`src/rtl/hazard_ctrl.sv`:
```
// rtl/hazard_ctrl.sv - 5-stage pipeline hazard controller
//
// Purpose: produces the four pipeline latch enables, the decode and execute
// bubble flushes, and the forwarding selects each cycle. It works from the
// memory handshakes, a scoreboard of in-flight destinations and the resolved
// control flow. It also keeps a saturating count of fetch-stall cycles.
//
// Ports:
//   CLK, nRST         clock (rising edge), asynchronous active-low reset
//   ihit              instruction fetch word returned this cycle
//   dreq, dhit        memory-stage access pending / completed
//   rs_valid, rs      decode source register rs and its read enable
//   rt_valid, rt      decode source register rt and its read enable
//   rd_wen, rd        decode destination register and its write enable
//   rd_load           decode instruction is a load
//   br_taken          execute resolved a taken branch or jump
//   fetch_en, decode_en, execute_en, memory_en
//                     latch enables, fetch/decode through memory/writeback
//   dflush, eflush    bubble into the fetch/decode and decode/execute latches
//   fwd_rs, fwd_rt    0 = register file, k = scoreboard entry k-1
//   stall_cycles      saturating count of cycles with fetch_en low
module hazard_ctrl #(
   parameter int REGS         = 32,
   parameter int DEPTH        = 3,
   parameter int FWD          = 0,
   parameter int FLUSH_CYCLES = 1,
   localparam int AW          = $clog2(REGS)
) (
   input  logic          CLK,
   input  logic          nRST,
   input  logic          ihit,
   input  logic          dreq,
   input  logic          dhit,
   input  logic          rs_valid,
   input  logic          rt_valid,
   input  logic [AW-1:0] rs,
   input  logic [AW-1:0] rt,
   input  logic          rd_wen,
   input  logic [AW-1:0] rd,
   input  logic          rd_load,
   input  logic          br_taken,
   output logic          fetch_en,
   output logic          decode_en,
   output logic          execute_en,
   output logic          memory_en,
   output logic          dflush,
   output logic          eflush,
   output logic [2:0]    fwd_rs,
   output logic [2:0]    fwd_rt,
   output logic [15:0]   stall_cycles
);

   typedef enum logic {ST_RUN, ST_FLUSH} state_t;

   // The branch cycle itself is the first bubble, so the counter only
   // covers the remaining FLUSH_CYCLES-1 cycles.
   localparam logic [1:0] FCNT_INIT = (FLUSH_CYCLES > 1) ? 2'(FLUSH_CYCLES - 2) : 2'd0;

   state_t             state_q, state_d;
   logic [1:0]         fcnt_q, fcnt_d;
   logic [DEPTH-1:0]   sb_valid_q, sb_valid_d;
   logic [DEPTH-1:0]   sb_load_q, sb_load_d;
   logic [AW-1:0]      sb_reg_q [DEPTH];
   logic [AW-1:0]      sb_reg_d [DEPTH];
   logic [15:0]        stall_q, stall_d;

   logic [DEPTH-1:0]   match_rs, match_rt;
   logic               raw_hit, data_wait, raw_stall;
   logic               f_en, d_en, e_en, m_en, dfl, efl;
   logic [2:0]         fwd_rs_c, fwd_rt_c;

   always_comb begin
      for (int k = 0; k < DEPTH; k++) begin
         match_rs[k] = rs_valid && (rs != '0) && sb_valid_q[k] && (sb_reg_q[k] == rs);
         match_rt[k] = rt_valid && (rt != '0) && sb_valid_q[k] && (sb_reg_q[k] == rt);
      end
   end

   // With forwarding, only a load still in execute cannot be bypassed.
   assign raw_hit   = (FWD != 0) ? ((match_rs[0] || match_rt[0]) && sb_load_q[0])
                                 : ((|match_rs) || (|match_rt));
   assign data_wait = dreq && !dhit;

   always_comb begin
      f_en      = 1'b1;
      d_en      = 1'b1;
      e_en      = 1'b1;
      m_en      = 1'b1;
      dfl       = 1'b0;
      efl       = 1'b0;
      raw_stall = 1'b0;
      state_d   = state_q;
      fcnt_d    = fcnt_q;
      if (data_wait) begin
         // Freezes everything, including a pending branch, which the
         // datapath keeps asserted until the access completes.
         f_en = 1'b0;
         d_en = 1'b0;
         e_en = 1'b0;
         m_en = 1'b0;
      end else if (br_taken) begin
         dfl = 1'b1;
         efl = 1'b1;
         if (FLUSH_CYCLES > 1) begin
            state_d = ST_FLUSH;
            fcnt_d  = FCNT_INIT;
         end else begin
            state_d = ST_RUN;
         end
      end else if (state_q == ST_FLUSH) begin
         dfl = 1'b1;
         if (fcnt_q == 2'd0) begin
            state_d = ST_RUN;
         end else begin
            fcnt_d = fcnt_q - 2'd1;
         end
      end else if (raw_hit) begin
         f_en      = 1'b0;
         d_en      = 1'b0;
         efl       = 1'b1;
         raw_stall = 1'b1;
      end else if (!ihit) begin
         f_en = 1'b0;
         dfl  = 1'b1;
      end
   end

   // Scan oldest to youngest so the youngest matching producer wins.
   always_comb begin
      fwd_rs_c = 3'd0;
      fwd_rt_c = 3'd0;
      if ((FWD != 0) && !raw_stall) begin
         for (int k = DEPTH - 1; k >= 0; k--) begin
            if (match_rs[k]) fwd_rs_c = 3'(k + 1);
            if (match_rt[k]) fwd_rt_c = 3'(k + 1);
         end
      end
   end

   always_comb begin
      sb_valid_d = sb_valid_q;
      sb_load_d  = sb_load_q;
      for (int k = 0; k < DEPTH; k++) sb_reg_d[k] = sb_reg_q[k];
      if (m_en) begin
         for (int k = DEPTH - 1; k > 0; k--) begin
            sb_valid_d[k] = sb_valid_q[k-1];
            sb_load_d[k]  = sb_load_q[k-1];
            sb_reg_d[k]   = sb_reg_q[k-1];
         end
         if (e_en && !efl) begin
            sb_valid_d[0] = rd_wen && (rd != '0);
            sb_load_d[0]  = rd_load;
            sb_reg_d[0]   = rd;
         end else begin
            sb_valid_d[0] = 1'b0;
            sb_load_d[0]  = 1'b0;
            sb_reg_d[0]   = '0;
         end
      end
   end

   assign stall_d = (!f_en && (stall_q != 16'hFFFF)) ? stall_q + 16'd1 : stall_q;

   always_ff @(posedge CLK or negedge nRST) begin
      if (!nRST) begin
         state_q    <= ST_RUN;
         fcnt_q     <= 2'd0;
         sb_valid_q <= '0;
         sb_load_q  <= '0;
         for (int k = 0; k < DEPTH; k++) sb_reg_q[k] <= '0;
         stall_q    <= 16'd0;
      end else begin
         state_q    <= state_d;
         fcnt_q     <= fcnt_d;
         sb_valid_q <= sb_valid_d;
         sb_load_q  <= sb_load_d;
         for (int k = 0; k < DEPTH; k++) sb_reg_q[k] <= sb_reg_d[k];
         stall_q    <= stall_d;
      end
   end

   // Outputs are held inactive for as long as reset is asserted.
   assign fetch_en     = nRST && f_en;
   assign decode_en    = nRST && d_en;
   assign execute_en   = nRST && e_en;
   assign memory_en    = nRST && m_en;
   assign dflush       = nRST && dfl;
   assign eflush       = nRST && efl;
   assign fwd_rs       = nRST ? fwd_rs_c : 3'd0;
   assign fwd_rt       = nRST ? fwd_rt_c : 3'd0;
   assign stall_cycles = stall_q;

endmodule

```
`config.mk`:
```
export PLATFORM = sky130hd
export DESIGN_NAME = hazard_ctrl
export DESIGN_NICKNAME = d
export VERILOG_FILES = /design/src/rtl/hazard_ctrl.sv
export SDC_FILE = /design/constraint.sdc
export NUM_CORES = 1
export LEC_CHECK = 0
export CAP_MARGIN = 25
export CORE_UTILIZATION = 53
export CTS_BUF_LIST = sky130_fd_sc_hd__clkbuf_4 sky130_fd_sc_hd__clkbuf_8 sky130_fd_sc_hd__clkbuf_16
export DETAILED_ROUTE_END_ITERATION = 7
export PLACE_DENSITY = 0.85
export SLEW_MARGIN = 15
export SYNTH_ARGS = -nofsm -noshare
export SYNTH_HDL_FRONTEND = slang
export SYNTH_SLANG_ARGS = --single-unit
```
`constraint.sdc`:
```
create_clock -name CLK -period 4.24 [get_ports CLK]
set_input_delay 0.636 -clock CLK [delete_from_list [all_inputs] [get_ports CLK]]
set_output_delay 0.636 -clock CLK [all_outputs]
set_load 0.1 [all_outputs]
```
# Word-level counts from Yosys, hierarchy flattened
# Cells that the tools add are included.
[op_classes] addsub=2 n_mul=0 div_mod_pow=0 n_lt_le_gt_ge=0 n_eq_ne=7 shifts=0 mux=24 bitwise_logic=3 n_reduce_logical=34
[ops] operator="$eq A5 B5 Y1" n=6
[ops] operator="$logic_and A1 B1 Y1" n=23
[ops] operator="$mux W1" n=23
[ops] operator="$add A16 B1 Y16 const B" n=1
[ops] operator="$ne A16 B16 Y1 const B" n=1
[ops] operator="$reduce_bool A5 Y1" n=3
[ops] operator="$reduce_or A3 Y1" n=2
[ops] operator="$mux W5" n=1
[ops] operator="$reduce_and A4 Y1" n=1
[ops] operator="$logic_not A1 Y1" n=3
[ops] operator="$not A1 Y1" n=3
[ops] operator="$logic_not A2 Y1" n=1
[ops] operator="$sub A2 B1 Y2 const B" n=1
[ops] operator="$logic_or A1 B1 Y1" n=1
[totals] ff_bits=37 latchBits=0 ram_bits=0 romBits=0 input_bits=25 wordCells=77 memories=0

# Longest topological paths before layout
# Gate-level depths: netlist (run 1).
[logic_depth] word_depth=13 ltp_mapped=9

# Least setup slack after synthesis (run 1)
# OpenSTA, ideal clock, no wires.
[synth_path] path_kind="input -> output" start="input dhit" end="output decode_en" t_arrival_ps=3851 required_time_ps=3604 path_slack_ps=-247 path_stages=3 path_buffers=0 path_cell_list="nand2b_1 -> and2_1 -> a21boi_0"
[synth_between] elab_chain_cells=4
[synth_lines] item="start, declared" line="33" rtl="input logic dhit,"
[synth_lines] item="$logic_not A1 Y1" line="82" rtl="assign data_wait = dreq && !dhit;"
[synth_lines] item="$logic_and A1 B1 Y1" line="82"
[synth_lines] item="$mux W1" line="94" rtl="if (data_wait) begin"
[synth_lines] item="$logic_and A1 B1 Y1" line="184" rtl="assign decode_en = nRST && d_en;"
[synth_lines] item="end, declared" line="43" rtl="output logic decode_en,"
# No other way between the ends.

# Worst setup path in the final report (run 1)
[layout_path] start="input rs[4]" end="output eflush"
[layout_between] elab_chain_cells=11 word_cells_on_any_way=18
[layout_lines] item="start, declared" line="36" rtl="input logic [AW-1:0] rs,"
[layout_lines] item="$reduce_bool A5 Y1" line="74" rtl="match_rs[k] = rs_valid && (rs != '0) && sb_valid_q[k] && (sb_reg_q[k] == rs);"
[layout_lines] item="$logic_and A1 B1 Y1 (3 in a row)" line="74"
[layout_lines] item="$reduce_or A3 Y1 *" line="81" rtl=": ((|match_rs) || (|match_rt));"
[layout_lines] item="$logic_or A1 B1 Y1 *" line="81"
[layout_lines] item="$mux W1 *" line="117" rtl="end else if (raw_hit) begin"
[layout_lines] item="$mux W1 *" line="110" rtl="end else if (state_q == ST_FLUSH) begin"
[layout_lines] item="$mux W1 *" line="101" rtl="end else if (br_taken) begin"
[layout_lines] item="$mux W1 *" line="94"
[layout_lines] item="$logic_and A1 B1 Y1 *" line="188" rtl="assign eflush = nRST && efl;"
[layout_lines] item="end, declared" line="47" rtl="output logic eflush,"
# Every way passes the cells marked *; elsewhere a longest branch is shown, timed or not.

==> results of run 1 <==
-- power by group --
group,switching (mW),total [mW],internal [mW]
Combinational,0.520,0.703,0.183
Sequential,0.0828,0.499,0.416
Clock,0.134,0.370,0.237
Total,0.736,1.57,0.836
-- cell families after synthesis --
logic type / Yosys count / synth area share
adder cells (fa/ha/maj): 2 / 0.01176
AND/OR/NAND/NOR: 108 / 0.2422
AO/OA/AOI/OAI: 18 / 0.06408
multiplexers: 2 / 0.01058
flip-flops: 37 / 0.4350
XOR/XNOR: 45 / 0.1852
buffers and inverters: 19 / 0.04938
other: 1 / 0.001762
-- state kept, by name (all words and copies together) (netlist names) --
| name | cells |
|---|---|
| stall_cycles | 16 |
| sb_reg_q | 15 |
| sb_valid_q | 3 |
| fcnt_q | 2 |
| state_q | 1 |
-- worst paths after layout --
kind,from,end,slack (ns),cells after the start
setup reg to reg,sb_reg_q[14],stall_cycles[11],1.84,8
hold / removal,fcnt_q[0],fcnt_q[0],0.48,1
hold reg to reg,fcnt_q[0],fcnt_q[0],0.48,1
setup / recovery,rs[4],eflush,0.67,9
max in group asynchronous,nRST,fcnt_q[1],3.08,2
min in group asynchronous,nRST,stall_cycles[14],0.82,2
-- metal layers --
metal,global-route usage,vias up
li1,-,843
met2,0.4188,54
met4,0.05435,0
met3,0.06771,7
met5,0,-
met1,0.3281,869
-- cell usage in the layout, fill, tap and decap left out, types with 7 or more instances in the layout --
cell,count
clkdlybuf4s50_1,39
dfrtp_1,37
inv_1,7
nand2_1,53
nand3_1,13
nor2_1,13
nor4_1,7
o21ai_0,8
xnor2_1,10
xor2_1,35
-- worst max-delay path: cells and delay by family --
kind	cells	cell delay, ns
xor+xnor	1	0.21
simple gates	4	0.85
buf+inv	2	0.69
compound gates	2	0.52
-- cell type report --
class,count,area [um^2]
repair buffers,48,533.0
fillers,308,944.7
inverters,7,26.28
flip-flops and latches,37,925.9
well taps,48,60.06
multi-input cells,181,1116
clock inverters,3,68.82
clock buffers,5,68.82
==> metrics.md, run 1 <==
| Metric | Value |
|---|---|
| DRT iter0 DRCs | `71` |
| Top Layer Used | `met4` |
| Critical path, cell by cell | `clkdlybuf4s50_1, xor2_1, nor4_1, nand3_1, and3_1, o22ai_4, a21o_1, and2_1, buf_12` |
| Clock slew at reported path FFs | `0.07 ns` |
| Total CTS buffers | `5` |
| CTS tree | `built` |
| Worst setup SP type | `primary input` |
| CP arrival | `2.93 ns` |
| Final worst path period share | `0.8422` |
| WL final | `4.848 mm` |
| DRC Markers | `0` |
| Hold Vio Cnt, Final | `0` |
| Initial Util | `0.5685` |
| WL met2 | `2.352 mm` |
| MaxCap Viol Count | `0` |
| Slowest stage delay, CP | `0.51 ns` |
| Die Wd | `65.37 um` |
| Ys Warns | `0` |
| # H-tree levels | `2` |
| Core region area | `3744 um^2` |
| Fin cells | `329` |
| Clock buffer depth | `2` |
| Leakage power figure | `1.257 nW` |
| Async S/R FF share, synth | `1.000` |
| Vias in the first global route | `1769` |
| Aggregate global routing overflow | `0` |
| Final Instance Area | `2799 um^2` |
| GPL Wtd Cong | `0.8919` |
| Final Max Tran Viols | `0` |
| Pwr Density | `561.7 nW/um^2` |
| I/O pins | `53` |
| Post-synth top flop | `dfrtp_1` |
| CP required | `3.60 ns` |
| Met3 WL | `286 um` |
| DR vias | `1773` |
| Tightest Pin Transition | `0.9801 ns` |
| Peak supply drop | `509.5 uV` |
| Clk Latency, worst-skew pair | `0.30 ns` |
| Critical path endpoint category | `output pin` |
| Wire length per cell | `14.74 um` |
| DP HPWL | `3.392 mm` |
| IO buf count | `45` |
| Wl on met1 | `2.146 mm` |
| CP max stage cell | `clkdlybuf4s50_1` |
| Hold_ws | `0.4798 ns` |
| Dpl cell area | `2661 um^2` |
| DR vias/cell | `5.389` |
| Die Ht | `65.37 um` |
| Most area-hungry cell type in the Yosys netlist | `dfrtp_1` |
| # diodes | `0` |
| Synth top area cells | `dfrtp_1, xor2_1, nand2_1, xnor2_1, nand3_1` |
| Top-count cell post-synth | `nand2_1` |
| Initial antenna violation count | `0` |
| Nets | `307` |
| Flops & latches, synth | `37` |
| FMAX | `280.0 MHz` |
| CTS hold repair buffers | `0` |
| First-pass GRT wire length | `8.155 mm` |
| Largest net degree at the start of global routing | `38` |
| Post-CTS sizing | `0` |
| Post-synth top cells | `nand2_1, dfrtp_1, xor2_1` |
| Cells after DPL | `321` |
| Initial DRT Pass Iterations | `4` |
| Outcome | `completed` |
| HP Class | `flop to flop` |
| Root buf cell | `clkbuf_8` |
| Fin Setup TNS | `0 ns` |
| Finished Core Util | `0.7477` |
| Die area | `4273 um^2` |
| Setup repair after global routing missed its margin | `no` |
| Post-CTS setup repair buffer count | `0` |
| Post-route ant nets | `0` |
| Final min period | `3.571 ns` |
| Clock sink total | `37` |
| Share of cells above drive strength 1 | `0.09253` |
| Post-synth EDFFs | `0` |
| Class of the most critical setup path | `primary input to output pin` |
| Setup violators final | `0` |
| Synth unique cells | `33` |
| Register area share after synthesis | `0.4350` |
| Clock skew | `0.008845 ns` |
| Post-Syn Instances | `232` |
| Top cell type's share of synthesized area | `0.4350` |
| # rows | `22` |
| Post-Syn Area | `2128 um^2` |
| Dpl ws | `0.7050 ns` |
| Power after layout | `1.572 mW` |
| Min setup slack post-route | `0.6692 ns` |
| Mean Syn Cell Area | `9.174 um^2` |
| Gr usage total | `0.2519` |
| CP Max Fanout | `7` |
| Slew HR | `0.3445` |
| Area grow syn2layout | `31.51%` |
(Power assumes the default switching activity.)
==> run 2, diff against run 1 <==
Settings changed: CORE_UTILIZATION 53 to 44, PLACE_DENSITY 0.85 to 0.76.
Clock period 4.24 ns to 2.9 ns, I/O delays scaled along.
==> metrics.md, run 2 (synthesis results as in run 1) <==
| Metric | Value |
|---|---|
| Most frequent cells in the layout | `nand2_1, dfrtp_1, xor2_1, buf_4` |
| Final worst path period share | `0.9475` |
| Tightest Pin Transition | `0.5667 ns` |
| Worst setup SP type | `primary input` |
| Sequential Power Share | `0.346` |
| Pwr Density | `749.3 nW/um^2` |
| I/O pins | `53` |
| DP HPWL | `3.283 mm` |
| Final Max Tran Viols | `0` |
| First-pass GRT wire length | `7.486 mm` |
| FMAX | `364.0 MHz` |
| Most common cell after layout, fill and taps aside | `nand2_1` |
| Wire length per cell | `12.92 um` |
| Power after layout | `2.102 mW` |
| # rows | `24` |
| GPL Wtd Cong | `0.8386` |
| DRC Markers | `0` |
| Max reg flops | `16` |
| Die Wd | `71.55 um` |
| Clock skew | `0.009022 ns` |
| Setup repair after global routing missed its margin | `no` |
| Root buf cell | `clkbuf_8` |
| CTS tree | `built` |
| Outcome | `completed` |
| Sw power | `1.053 mW` |
| Total CTS buffers | `5` |
| FF-to-FF path depth | `9` |
| Setup violators final | `0` |
| Slew HR | `0.6222` |
| # diodes | `0` |
| Comb pwr share | `0.477` |
| Die Ht | `71.55 um` |
| Post-route ant nets | `0` |
| Largest net degree at the start of global routing | `38` |
| Layout fillers | `393` |
| Reg2Reg Setup Slack | `0.57 ns` |
| Initial antenna violation count | `0` |
| Initial Util | `0.4725` |
| CP arrival | `2.31 ns` |
| Internal Power | `1.049 mW` |
| Switching share of power | `0.5010` |
| DR vias/cell | `5.029` |
| Clock slew at reported path FFs | `0.08 ns` |
| Clock buffer depth | `2` |
| Critical path endpoint category | `output pin` |
| HP Class | `primary input to asynchronous set/reset pin` |
| Initial DRT Pass Iterations | `4` |
| MaxCap Viol Count | `0` |
| Hold Vio Cnt, Final | `0` |
| IO buf count | `45` |
| Hold_ws | `0.2479 ns` |
| Class of the most critical setup path | `primary input to output pin` |
| CP Max Fanout | `5` |
| Nets | `316` |
| Finished Core Util | `0.6228` |
| Share of cells above drive strength 1 | `0.1897` |
| CTS hold repair buffers | `0` |
| # H-tree levels | `2` |
| DRT iter0 DRCs | `80` |
| Reg-to-reg endpoint | `stall_cycles[12]` |
| DR vias | `1720` |
| Area grow syn2layout | `31.80%` |
| Leakage power figure | `1.346 nW` |
| Gr usage total | `0.1921` |
| Fin Setup TNS | `0 ns` |
| Peak supply drop | `685.8 uV` |
| Min setup slack post-route | `0.1524 ns` |
| Dpl ws | `-0.09968 ns` |
| Aggregate global routing overflow | `0` |
| Clk Latency, worst-skew pair | `0.29 ns` |
| CP required | `2.47 ns` |
| Core region area | `4504 um^2` |
| RR Startpoint | `sb_reg_q[8]` |
| Clock network fraction of design power | `0.177` |
| Die area | `5119 um^2` |
| Clock sink total | `37` |
| WL final | `4.418 mm` |
| Vias in the first global route | `1657` |
| Final min period | `2.748 ns` |
==> run 2: worst max-delay path by stage <==
stage	cells after the start	slack, ns	endpoint	startpoint
after floorplan	3	0.09	decode_en	dhit
after global placement	9	-0.06	eflush	rs[3]
after detailed placement	9	-0.1	eflush	rs[2]
after CTS	9	0.008	eflush	rt[4]
after global routing	8	0.02	eflush	sb_reg_q[8]
final	9	0.15	eflush	rt[0]
==> run 2: critical path: stages <==
cell and delay [ns]:
clkdlybuf4s50_1 0.45, xor2_1 0.17, nor4_2 0.17, nand3_1 0.11
and3_1 0.22, o22ai_4 0.21, a21o_1 0.17, and2_1 0.18
buf_12 0.18
==> run 2: per-stage QoR <==
step / cells / instance area (um^2)
detailed placement: 332 / 2678
floorplan: 237 / 2151
global route: 342 / 2805
global placement: 332 / 2678
CTS: 342 / 2783
finish: 342 / 2805
==> run 2: routing by layer <==
metal,up-vias,GRT usage,share of wire
met5,-,0,0
met4,0,0.07843,0.017
met3,5,0.05626,0.051
met2,44,0.3037,0.45
met1,804,0.2493,0.48
li1,867,-,-
==> run 2: layout make-up <==
cell class,instances,area [um^2],area share
repair buffers,57,559.3,0.1994
well taps,52,65.06,0.02319
clock inverters,2,13.76,0.004906
clock buffers,6,82.58,0.02944
inverters,7,26.28,0.009367
multi-input cells,181,1132,0.4037
flip-flops and latches,37,925.9,0.3301
==> run 2: what timing repair did <==
| action | in CTS | in global routing |
|---|---|---|
| resized for setup | 5 | 6 |
| pin swaps | 2 | 5 |
| endpoints found under the setup margin | 3 | 3 |
| setup buffers | 2 | 0 |
| endpoints found under the hold margin | 0 | 0 |
==> run 2: power groups by stage <==
stage	Sequential, mW	Combinational [mW]	Clock, mW
3_3_place_gp	0.733	0.996	0
5_1_grt	0.745	1.05	0.412
6_report	0.727	1.00	0.373
4_1_cts	0.727	1.00	0.391
2_1_floorplan	1.21	0.276	0
3_5_place_dp	0.735	1.00	0
